--- config.mk ---
export PLATFORM = sky130hd
export DESIGN_NAME = dm_store_buffer
export DESIGN_NICKNAME = d
export VERILOG_FILES = /design/src/rtl/dm_store_buffer.sv
export SDC_FILE = /design/constraint.sdc
export NUM_CORES = 1
export LEC_CHECK = 0
export CORE_ASPECT_RATIO = 0.6
export CORE_MARGIN = 2
export CORE_UTILIZATION = 35
export DETAILED_ROUTE_END_ITERATION = 10
export GPL_ROUTABILITY_DRIVEN = 1
export SLEW_MARGIN = 10
export SYNTH_ARGS = -nofsm -noshare
export SYNTH_HDL_FRONTEND = slang
export SYNTH_SLANG_ARGS = --single-unit
--- constraint.sdc ---
create_clock -name clk -period 10.25 [get_ports clk]
set_input_delay 2.05 -clock clk [delete_from_list [all_inputs] [get_ports clk]]
set_output_delay 2.05 -clock clk [all_outputs]
set_load 0.02 [all_outputs]
--- src/rtl/dm_store_buffer.sv ---
`default_nettype none
// +----------------------------------------------------------------------------+
// | dm_store_buffer: posted-store FIFO between MEM stage and data-memory port |
// | Revision: 1.0                                                              |
// +----------------------------------------------------------------------------+
module dm_store_buffer #(
  parameter int DEPTH = 4,
  parameter int PTR_W = 2
) (
  input  logic              clk,
  input  logic              reset,
  input  logic              st_valid,
  input  logic [1:0]        st_type,
  input  logic [31:0]       st_pc,
  input  logic [31:0]       st_addr,
  input  logic [31:0]       st_data,
  output logic              st_ready,
  output logic              st_misalign,
  input  logic              ld_valid,
  input  logic [31:0]       ld_addr,
  output logic              ld_stall,
  input  logic              drain_en,
  output logic              MemWrite,
  output logic [31:0]       PC,
  output logic [31:0]       addr,
  output logic [31:0]       writeData,
  output logic [3:0]        byte_select,
  output logic              empty,
  output logic [PTR_W:0]    count
);

  localparam logic [1:0]       c_SB        = 2'b01;
  localparam logic [1:0]       c_SH        = 2'b10;
  localparam logic [1:0]       c_SW        = 2'b11;
  localparam logic [PTR_W-1:0] c_PTR_ONE   = PTR_W'(1);
  localparam logic [PTR_W:0]   c_CNT_ONE   = (PTR_W + 1)'(1);
  localparam logic [PTR_W:0]   c_CNT_FULL  = (PTR_W + 1)'(DEPTH);
  localparam logic [31:0]      c_WORD_MASK = 32'hFFFF_FFFC;

  logic [31:0]      r_pc_q   [DEPTH];
  logic [31:0]      r_addr_q [DEPTH];
  logic [31:0]      r_data_q [DEPTH];
  logic [3:0]       r_be_q   [DEPTH];
  logic [DEPTH-1:0] r_vld;
  logic [PTR_W-1:0] r_wr_ptr;
  logic [PTR_W-1:0] r_rd_ptr;
  logic [PTR_W:0]   r_count;

  logic             w_aligned;
  logic [3:0]       w_be;
  logic             w_req;
  logic             w_push;
  logic             w_pop;
  logic             w_misal;
  logic [DEPTH-1:0] w_hit;
  logic             w_out_hit;

  always_comb begin
    w_aligned = 1'b1;
    w_be      = 4'b0000;
    case (st_type)
      c_SB: w_be = 4'b0001 << st_addr[1:0];
      c_SH: begin
        w_aligned = ~st_addr[0];
        w_be      = st_addr[1] ? 4'b1100 : 4'b0011;
      end
      c_SW: begin
        w_aligned = (st_addr[1:0] == 2'b00);
        w_be      = 4'b1111;
      end
      default: ;
    endcase
  end

  assign st_ready = (r_count != c_CNT_FULL);
  assign w_req    = st_valid & (st_type != 2'b00);
  assign w_push   = w_req & st_ready & w_aligned;
  // Misalignment is flagged regardless of fullness so the pipeline can trap early.
  assign w_misal  = w_req & ~w_aligned;
  assign w_pop    = drain_en & (r_count != '0);

  always_ff @(posedge clk) begin
    if (w_push) begin
      r_pc_q[r_wr_ptr]   <= st_pc;
      r_addr_q[r_wr_ptr] <= st_addr;
      r_data_q[r_wr_ptr] <= st_data;
      r_be_q[r_wr_ptr]   <= w_be;
    end
  end

  always_ff @(posedge clk or posedge reset) begin
    if (reset) begin
      r_vld <= '0;
    end else begin
      for (int i = 0; i < DEPTH; i++) begin
        if (w_push && (r_wr_ptr == PTR_W'(i))) begin
          r_vld[i] <= 1'b1;
        end else if (w_pop && (r_rd_ptr == PTR_W'(i))) begin
          r_vld[i] <= 1'b0;
        end
      end
    end
  end

  always_ff @(posedge clk or posedge reset) begin
    if (reset) begin
      r_wr_ptr <= '0;
      r_rd_ptr <= '0;
      r_count  <= '0;
    end else begin
      if (w_push) begin
        r_wr_ptr <= r_wr_ptr + c_PTR_ONE;
      end
      if (w_pop) begin
        r_rd_ptr <= r_rd_ptr + c_PTR_ONE;
      end
      case ({w_push, w_pop})
        2'b10:   r_count <= r_count + c_CNT_ONE;
        2'b01:   r_count <= r_count - c_CNT_ONE;
        default: r_count <= r_count;
      endcase
    end
  end

  always_ff @(posedge clk or posedge reset) begin
    if (reset) begin
      MemWrite    <= 1'b0;
      PC          <= '0;
      addr        <= '0;
      writeData   <= '0;
      byte_select <= '0;
      st_misalign <= 1'b0;
    end else begin
      st_misalign <= w_misal;
      MemWrite    <= w_pop;
      if (w_pop) begin
        PC          <= r_pc_q[r_rd_ptr];
        addr        <= r_addr_q[r_rd_ptr];
        writeData   <= r_data_q[r_rd_ptr];
        byte_select <= r_be_q[r_rd_ptr];
      end
    end
  end

  // Word-granular match; the store being pushed this cycle is deliberately excluded.
  for (genvar i = 0; i < DEPTH; i++) begin : g_hit
    assign w_hit[i] = r_vld[i] & ~|((ld_addr ^ r_addr_q[i]) & c_WORD_MASK);
  end

  assign w_out_hit = MemWrite & ~|((ld_addr ^ addr) & c_WORD_MASK);
  assign ld_stall  = ld_valid & ((|w_hit) | w_out_hit);
  assign empty     = (r_count == '0) & ~MemWrite;
  assign count     = r_count;

endmodule
`default_nettype wire

==> results of run 1 <==
[Yosys cell counts (all sizes together)]
| master | count | area (um2) |
|---|---|---|
| xnor2 | 120 | 1074 |
| mux4 | 100 | 2252 |
| mux2 | 1 | 11.26 |
| nand2 | 310 | 1164 |
| nand4 | 32 | 200.2 |
| dfrtp | 113 | 2828 |
| a21oi | 1 | 5.000 |
| and2 | 4 | 25.02 |
| mux2i | 1 | 10.01 |
| nor2 | 3 | 11.26 |
| clkbuf | 3 | 11.26 |
| a41oi | 1 | 8.760 |
| a22oi | 1 | 7.510 |
| buf | 72 | 533.0 |
| o21ai | 8 | 40.04 |
| nor4 | 17 | 106.4 |
| a22o | 4 | 35.03 |
| nand3 | 3 | 15.01 |
| ha | 9 | 112.6 |
| xor2 | 35 | 306.5 |
| edfxtp | 400 | 12010 |
| fa | 1 | 20.02 |
| inv | 13 | 48.79 |
| o31ai | 1 | 12.51 |
[flip-flops by register name (all words and copies together), names as in the netlist]
register / flops
r_data_q: 128
writeData: 32
r_wr_ptr: 2
r_rd_ptr: 2
st_misalign: 1
PC: 32
MemWrite: 1
r_addr_q: 128
count: 3
r_be_q: 16
r_vld: 4
r_pc_q: 128
addr: 32
byte_select: 4
[power by group]
group	switching [mW]	leakage (nW)	total (mW)	internal, mW
Combinational	1.05	3.15	2.01	0.961
Clock	0.815	0.824	1.87	1.06
Sequential	0.324	5.01	2.96	2.63
[per-stage QoR]
step	hold slack, ps	instance area (um2)
2_1_floorplan	465.5	20850
3_3_place_gp	456.0	23820
3_5_place_dp	461.5	23820
4_1_cts	476.5	25480
5_1_grt	492.2	25480
6_report	473.0	25480
[routing by layer]
metal	vias up	track usage [%]	wire length [um]
li1	5058	-	-
met1	5838	25.04	24400
met2	342	25.81	23700
met3	65	4.836	4196
met4	4	3.828	784
met5	-	0	22
[worst max-delay path by stage]
stage	start	endpoint	slack (ps)	cells past startpoint
after CTS	ld_addr[8]	ld_stall	3260	7
after detailed placement	ld_addr[8]	ld_stall	3280	7
final	ld_addr[8]	ld_stall	3210	7
after floorplan	st_addr[1]	r_addr_q[0][0]	4810	5
after global routing	ld_addr[8]	ld_stall	3030	7
after global placement	ld_addr[8]	ld_stall	3300	7
[placed cells by master (no fill, tap or decap), types with 5 or more instances in the layout]
cell type        netlist  final
clkinv_2               0     12
mux4_2               100    100
clkinv_1               0      5
o21ai_0                8      8
nor4_1                17     17
clkbuf_16              0     51
nand2_1              310    310
dfrtp_1              113    111
clkbuf_1               3     10
xor2_1                35     35
xnor2_1              117    117
edfxtp_1             400    400
ha_1                   9      9
inv_1                 12     11
clkbuf_8               0      5
buf_4                  1     13
nand4_1               32     32
clkdlybuf4s50_1        0    240
inv_6                  0      5
[kinds of logic after synthesis]
kind of cell             count (synthesis)  share of synthesized area (%)
AO/OA/AOI/OAI                           16                         0.5221
XOR/XNOR                               155                          6.619
adder cells (fa/ha/maj)                 10                         0.6362
buffers and inverters                   88                          2.845
flip-flops                             513                          71.18
multiplexers                           102                          10.90
AND/OR/NAND/NOR                        369                          7.298
[final cells by class]
class / count / area [um2]
diodes: 3 / 7.507
clock buffers: 66 / 1383
clock inverters: 30 / 279.0
fillers: 5306 / 33570
inverters: 13 / 56.30
multi-input cells: 652 / 5435
flip-flops and latches: 513 / 14850
well taps: 781 / 977.2
repair buffers: 253 / 2500
[worst register-to-register path, delay by kind of cell, from the launching register on]
kind,cells,cell delay (ps)
buffers and inverters,3,1190
flip-flops,1,490
AND/OR/NAND/NOR,4,1050
==> flow_summary.json, run 1 <==
{
  "post-route-util_pct": 43.16,
  "worst-path-buf-inv": 2,
  "maxCapViolCount": 0,
  "port_buffers": 240,
  "synth_seq_cells": 513,
  "clock.fmax_ghz": 0.1420,
  "fin_ws_ps": 3208,
  "power_density_nw_per_um2": 268.7,
  "r2r_cells": 7,
  "fin_nets": 1629,
  "initial_core_util_pct": 35.31,
  "clock-root-buffer": "clkbuf_16",
  "p_total_mw": 6.847,
  "cp_cell_sequence": "clkdlybuf4s50_1 > xnor2_1 > nand4_1 > nor4_1 > nand4_1 > a41oi_1 > clkdlybuf4s50_1",
  "setup_tns_ps": 0,
  "cp.arrival_ps": 4990,
  "clkSinkCount": 513,
  "area_growth_pct": 22.23,
  "outcome": "complete, no violations",
  "crit-reg2reg-capture": "r_addr_q[0][2]",
  "crit_family": "buffers and inverters",
  "placed_cells": 2212,
  "yosysWarnings": 0,
  "drt-wirelength-per-cell_um": 22.98,
  "hold_violations": 0,
  "overflow": 0,
  "rsz0062_at_grt": "no",
  "setup_viol": 0,
  "clk_latency_ps": 600,
  "syn_area_um2": 20850,
  "dpl_worst_slack_ps": 3279,
  "grt_pass1_vias": 11417,
  "grt_use_total_pct": 17.24,
  "fin_skew_ps": 15.80,
  "htreeDepth": 2,
  "critPathMaxFanout": 5,
  "layout.cells.non_filler": 2311,
  "synth_area_per_cell_um2": 16.64,
  "rows": 69,
  "path_clk_slew_ps": 60,
  "totalWireLength_um": 53100,
  "required_ps": 8200,
  "grt_max_degree": 75,
  "clock_path_buffers": 3,
  "cp_slowest_cell": "clkdlybuf4s50_1",
  "crit_type": "input pin to output pin",
  "syn_nets": 1398,
  "via_count": 11307,
  "post_cts_buffers": 0,
  "gp_congestion": 0.8940,
  "cts_tree": "done",
  "slew_violations": 0,
  "slew_headroom_pct": 18.53,
  "vdd_drop_max_v": 0.0001509,
  "core_area_um2": 59050,
  "timing.rr.start": "count[0]",
  "cts-resized-gates": 0,
  "ant_nets": 0,
  "fp.dieH_um": 193.1,
  "layout_min_cycle_time_ps": 7042,
  "synth_seq_area_share_pct": 71.18,
  "setup.reg_to_reg.worst_slack_ps": 7090,
  "synthCells": 1253,
  "finalCritPeriodShare_pct": 68.70,
  "end_kind": "output pin",
  "slowest_delay_ps": 700,
  "grt_pass1_wl_um": 77490,
  "first_iter_violations": 937,
  "drive_gt1_share_pct": 13.56,
  "dp_hpwl_um": 32890,
  "cts_buffers": 51,
  "die_x_um": 319.1,
  "vias_per_cell": 4.893,
  "drtPass1Iterations": 5,
  "min_to": "writeData[0]",
  "die-area_um2": 61600,
  "cts.hold.buffers_added": 0,
  "worst_pin_slew_ps": 1222,
  "p_leak_nw": 8.984,
  "hold_start": "writeData[0]",
  "hp-class": "flop to flop",
  "min_path_cells": 2,
  "critPathLaunchType": "input pin",
  "drc": 0,
  "grt_antenna_before_repair": 6,
  "pin_count": 243,
  "yosysUniqueCellTypes": 29
}
No activity file was read; power rests on OpenSTA's default activity.
==> run 2, diff against run 1 <==
==> constraint.sdc (replaced) <==
create_clock -name clk -period 6.44 [get_ports clk]
set_input_delay 1.288 -clock clk [delete_from_list [all_inputs] [get_ports clk]]
set_output_delay 1.288 -clock clk [all_outputs]
set_load 0.02 [all_outputs]
==> flow_summary.json, run 2 (synthesis results as in run 1) <==
{
  "final-seq-area_um2": 14850,
  "clock-root-buffer": "clkbuf_16",
  "fp.dieH_um": 193.1,
  "htreeDepth": 2,
  "first_iter_violations": 966,
  "fillers": 5264,
  "die_x_um": 319.1,
  "hold_violations": 0,
  "grt_antenna_before_repair": 5,
  "drc": 0,
  "totalWireLength_um": 52910,
  "end_kind": "output pin",
  "clock.fmax_ghz": 0.1804,
  "core_area_um2": 59050,
  "multi_input_area_um2": 5435,
  "fin_nets": 1629,
  "required_ps": 5150,
  "placed_cells": 2213,
  "min_path_cells": 2,
  "grt_use_total_pct": 17.18,
  "p_seq_share_pct": 42.6,
  "intPower_mw": 7.487,
  "pin_count": 243,
  "final_common_cell": "edfxtp_1",
  "combPwrFrac_pct": 29.8,
  "p_sw_share_pct": 31.58,
  "initial_core_util_pct": 35.31,
  "drive_gt1_share_pct": 13.11,
  "via_count": 11242,
  "cp.arrival_ps": 4260,
  "grt_pass1_vias": 11619,
  "finalCritPeriodShare_pct": 86.09,
  "slew_violations": 0,
  "dp_hpwl_um": 32550,
  "gp_congestion": 0.8967,
  "outcome": "complete, no violations",
  "drt-wirelength-per-cell_um": 22.93,
  "overflow": 0,
  "vias_per_cell": 4.873,
  "r2r_cells": 7,
  "setup_tns_ps": 0,
  "crit_type": "input pin to output pin",
  "hp-class": "flop to flop",
  "critPathLaunchType": "input pin",
  "clkSinkCount": 513,
  "area_growth_pct": 22.56,
  "rows": 69,
  "setup_viol": 0,
  "worst_pin_slew_ps": 1094,
  "layout.cells.non_filler": 2307,
  "p_switching_mw": 3.456,
  "post_cts_buffers": 0,
  "critPathMaxFanout": 5,
  "path_clk_slew_ps": 60,
  "p_leak_nw": 8.994,
  "p_total_mw": 10.94,
  "largestRegisters": "r_addr_q: 128 flops, r_data_q: 128 flops, r_pc_q: 128 flops",
  "fin_skew_ps": 14.91,
  "grt_pass1_wl_um": 77260,
  "rsz0062_at_grt": "no",
  "vdd_drop_max_v": 0.0003266,
  "clk_latency_ps": 600,
  "cts_tree": "done",
  "drtPass1Iterations": 7,
  "layout_min_cycle_time_ps": 5544,
  "port_buffers": 240,
  "slew_headroom_pct": 27.05,
  "clkPwrFrac_pct": 27.6,
  "layout_common_cells": "edfxtp_1 (400), nand2_1 (310), clkdlybuf4s50_1 (240), xnor2_1 (117), dfrtp_1 (111)",
  "cts.hold.buffers_added": 0,
  "cts_buffers": 50,
  "grt_max_degree": 89,
  "cts-resized-gates": 0,
  "maxCapViolCount": 0,
  "clock_path_buffers": 3,
  "die-area_um2": 61600,
  "power_density_nw_per_um2": 428.3,
  "ant_nets": 0
}
[run 2: path summary, 6_finish.rpt]
path,startpoint,endpoint,slack (ps)
max in group asynchronous,reset,addr[19],3950
setup reg to reg,count[0],r_data_q[0][12],3720
hold / removal,PC[7],PC[7],470
setup / recovery,ld_addr[5],ld_stall,900
min in group asynchronous,reset,writeData[9],1230
hold reg to reg,PC[7],PC[7],470
[run 2: critical path, stage by stage]
cell and delay, ps:
clkdlybuf4s50_1 590, xnor2_1 320, nand4_1 150, nor4_1 630, nand4_1 170, a41oi_1 400
clkdlybuf4s50_1 700
[run 2: metal layers]
layer  track usage, %  share of wire [%]
met2            26.56                 45
met3            5.170                8.3
met1            23.85                 44
met5                0              0.051
met4            4.318                2.0
[run 2: final cells by class]
| type | count | share of cell area, % |
|---|---|---|
| timing repair buffer | 254 | 10.01 |
| tap | 781 | 3.824 |
| inverter | 13 | 0.2204 |
| sequential | 513 | 58.10 |
| antenna | 1 | 0.009793 |
| clock buffer | 77 | 5.651 |
| multi-input combinational | 652 | 21.27 |
| clock inverter | 16 | 0.9108 |
[run 2: power by group through the flow]
stage	logic, mW	registers (mW)	clock network (mW)
2_1_floorplan	1.75	4.93	0
3_3_place_gp	3.31	4.71	0
3_5_place_dp	3.32	4.73	0
4_1_cts	3.34	4.67	3.12
5_1_grt	3.53	4.74	3.24
6_report	3.26	4.67	3.02
[run 2: metrics by stage]
step	area (um2)	hold WS (ps)	util, %	setup slack [ps]
after floorplan	20850	465.5	-	1758
after global placement	23870	457.5	40.43	1037
after detailed placement	23870	461.6	40.43	1044
after CTS	25550	476.8	43.27	1026
after global routing	25550	498.5	43.27	774.9
final	25550	471.1	43.27	895.9
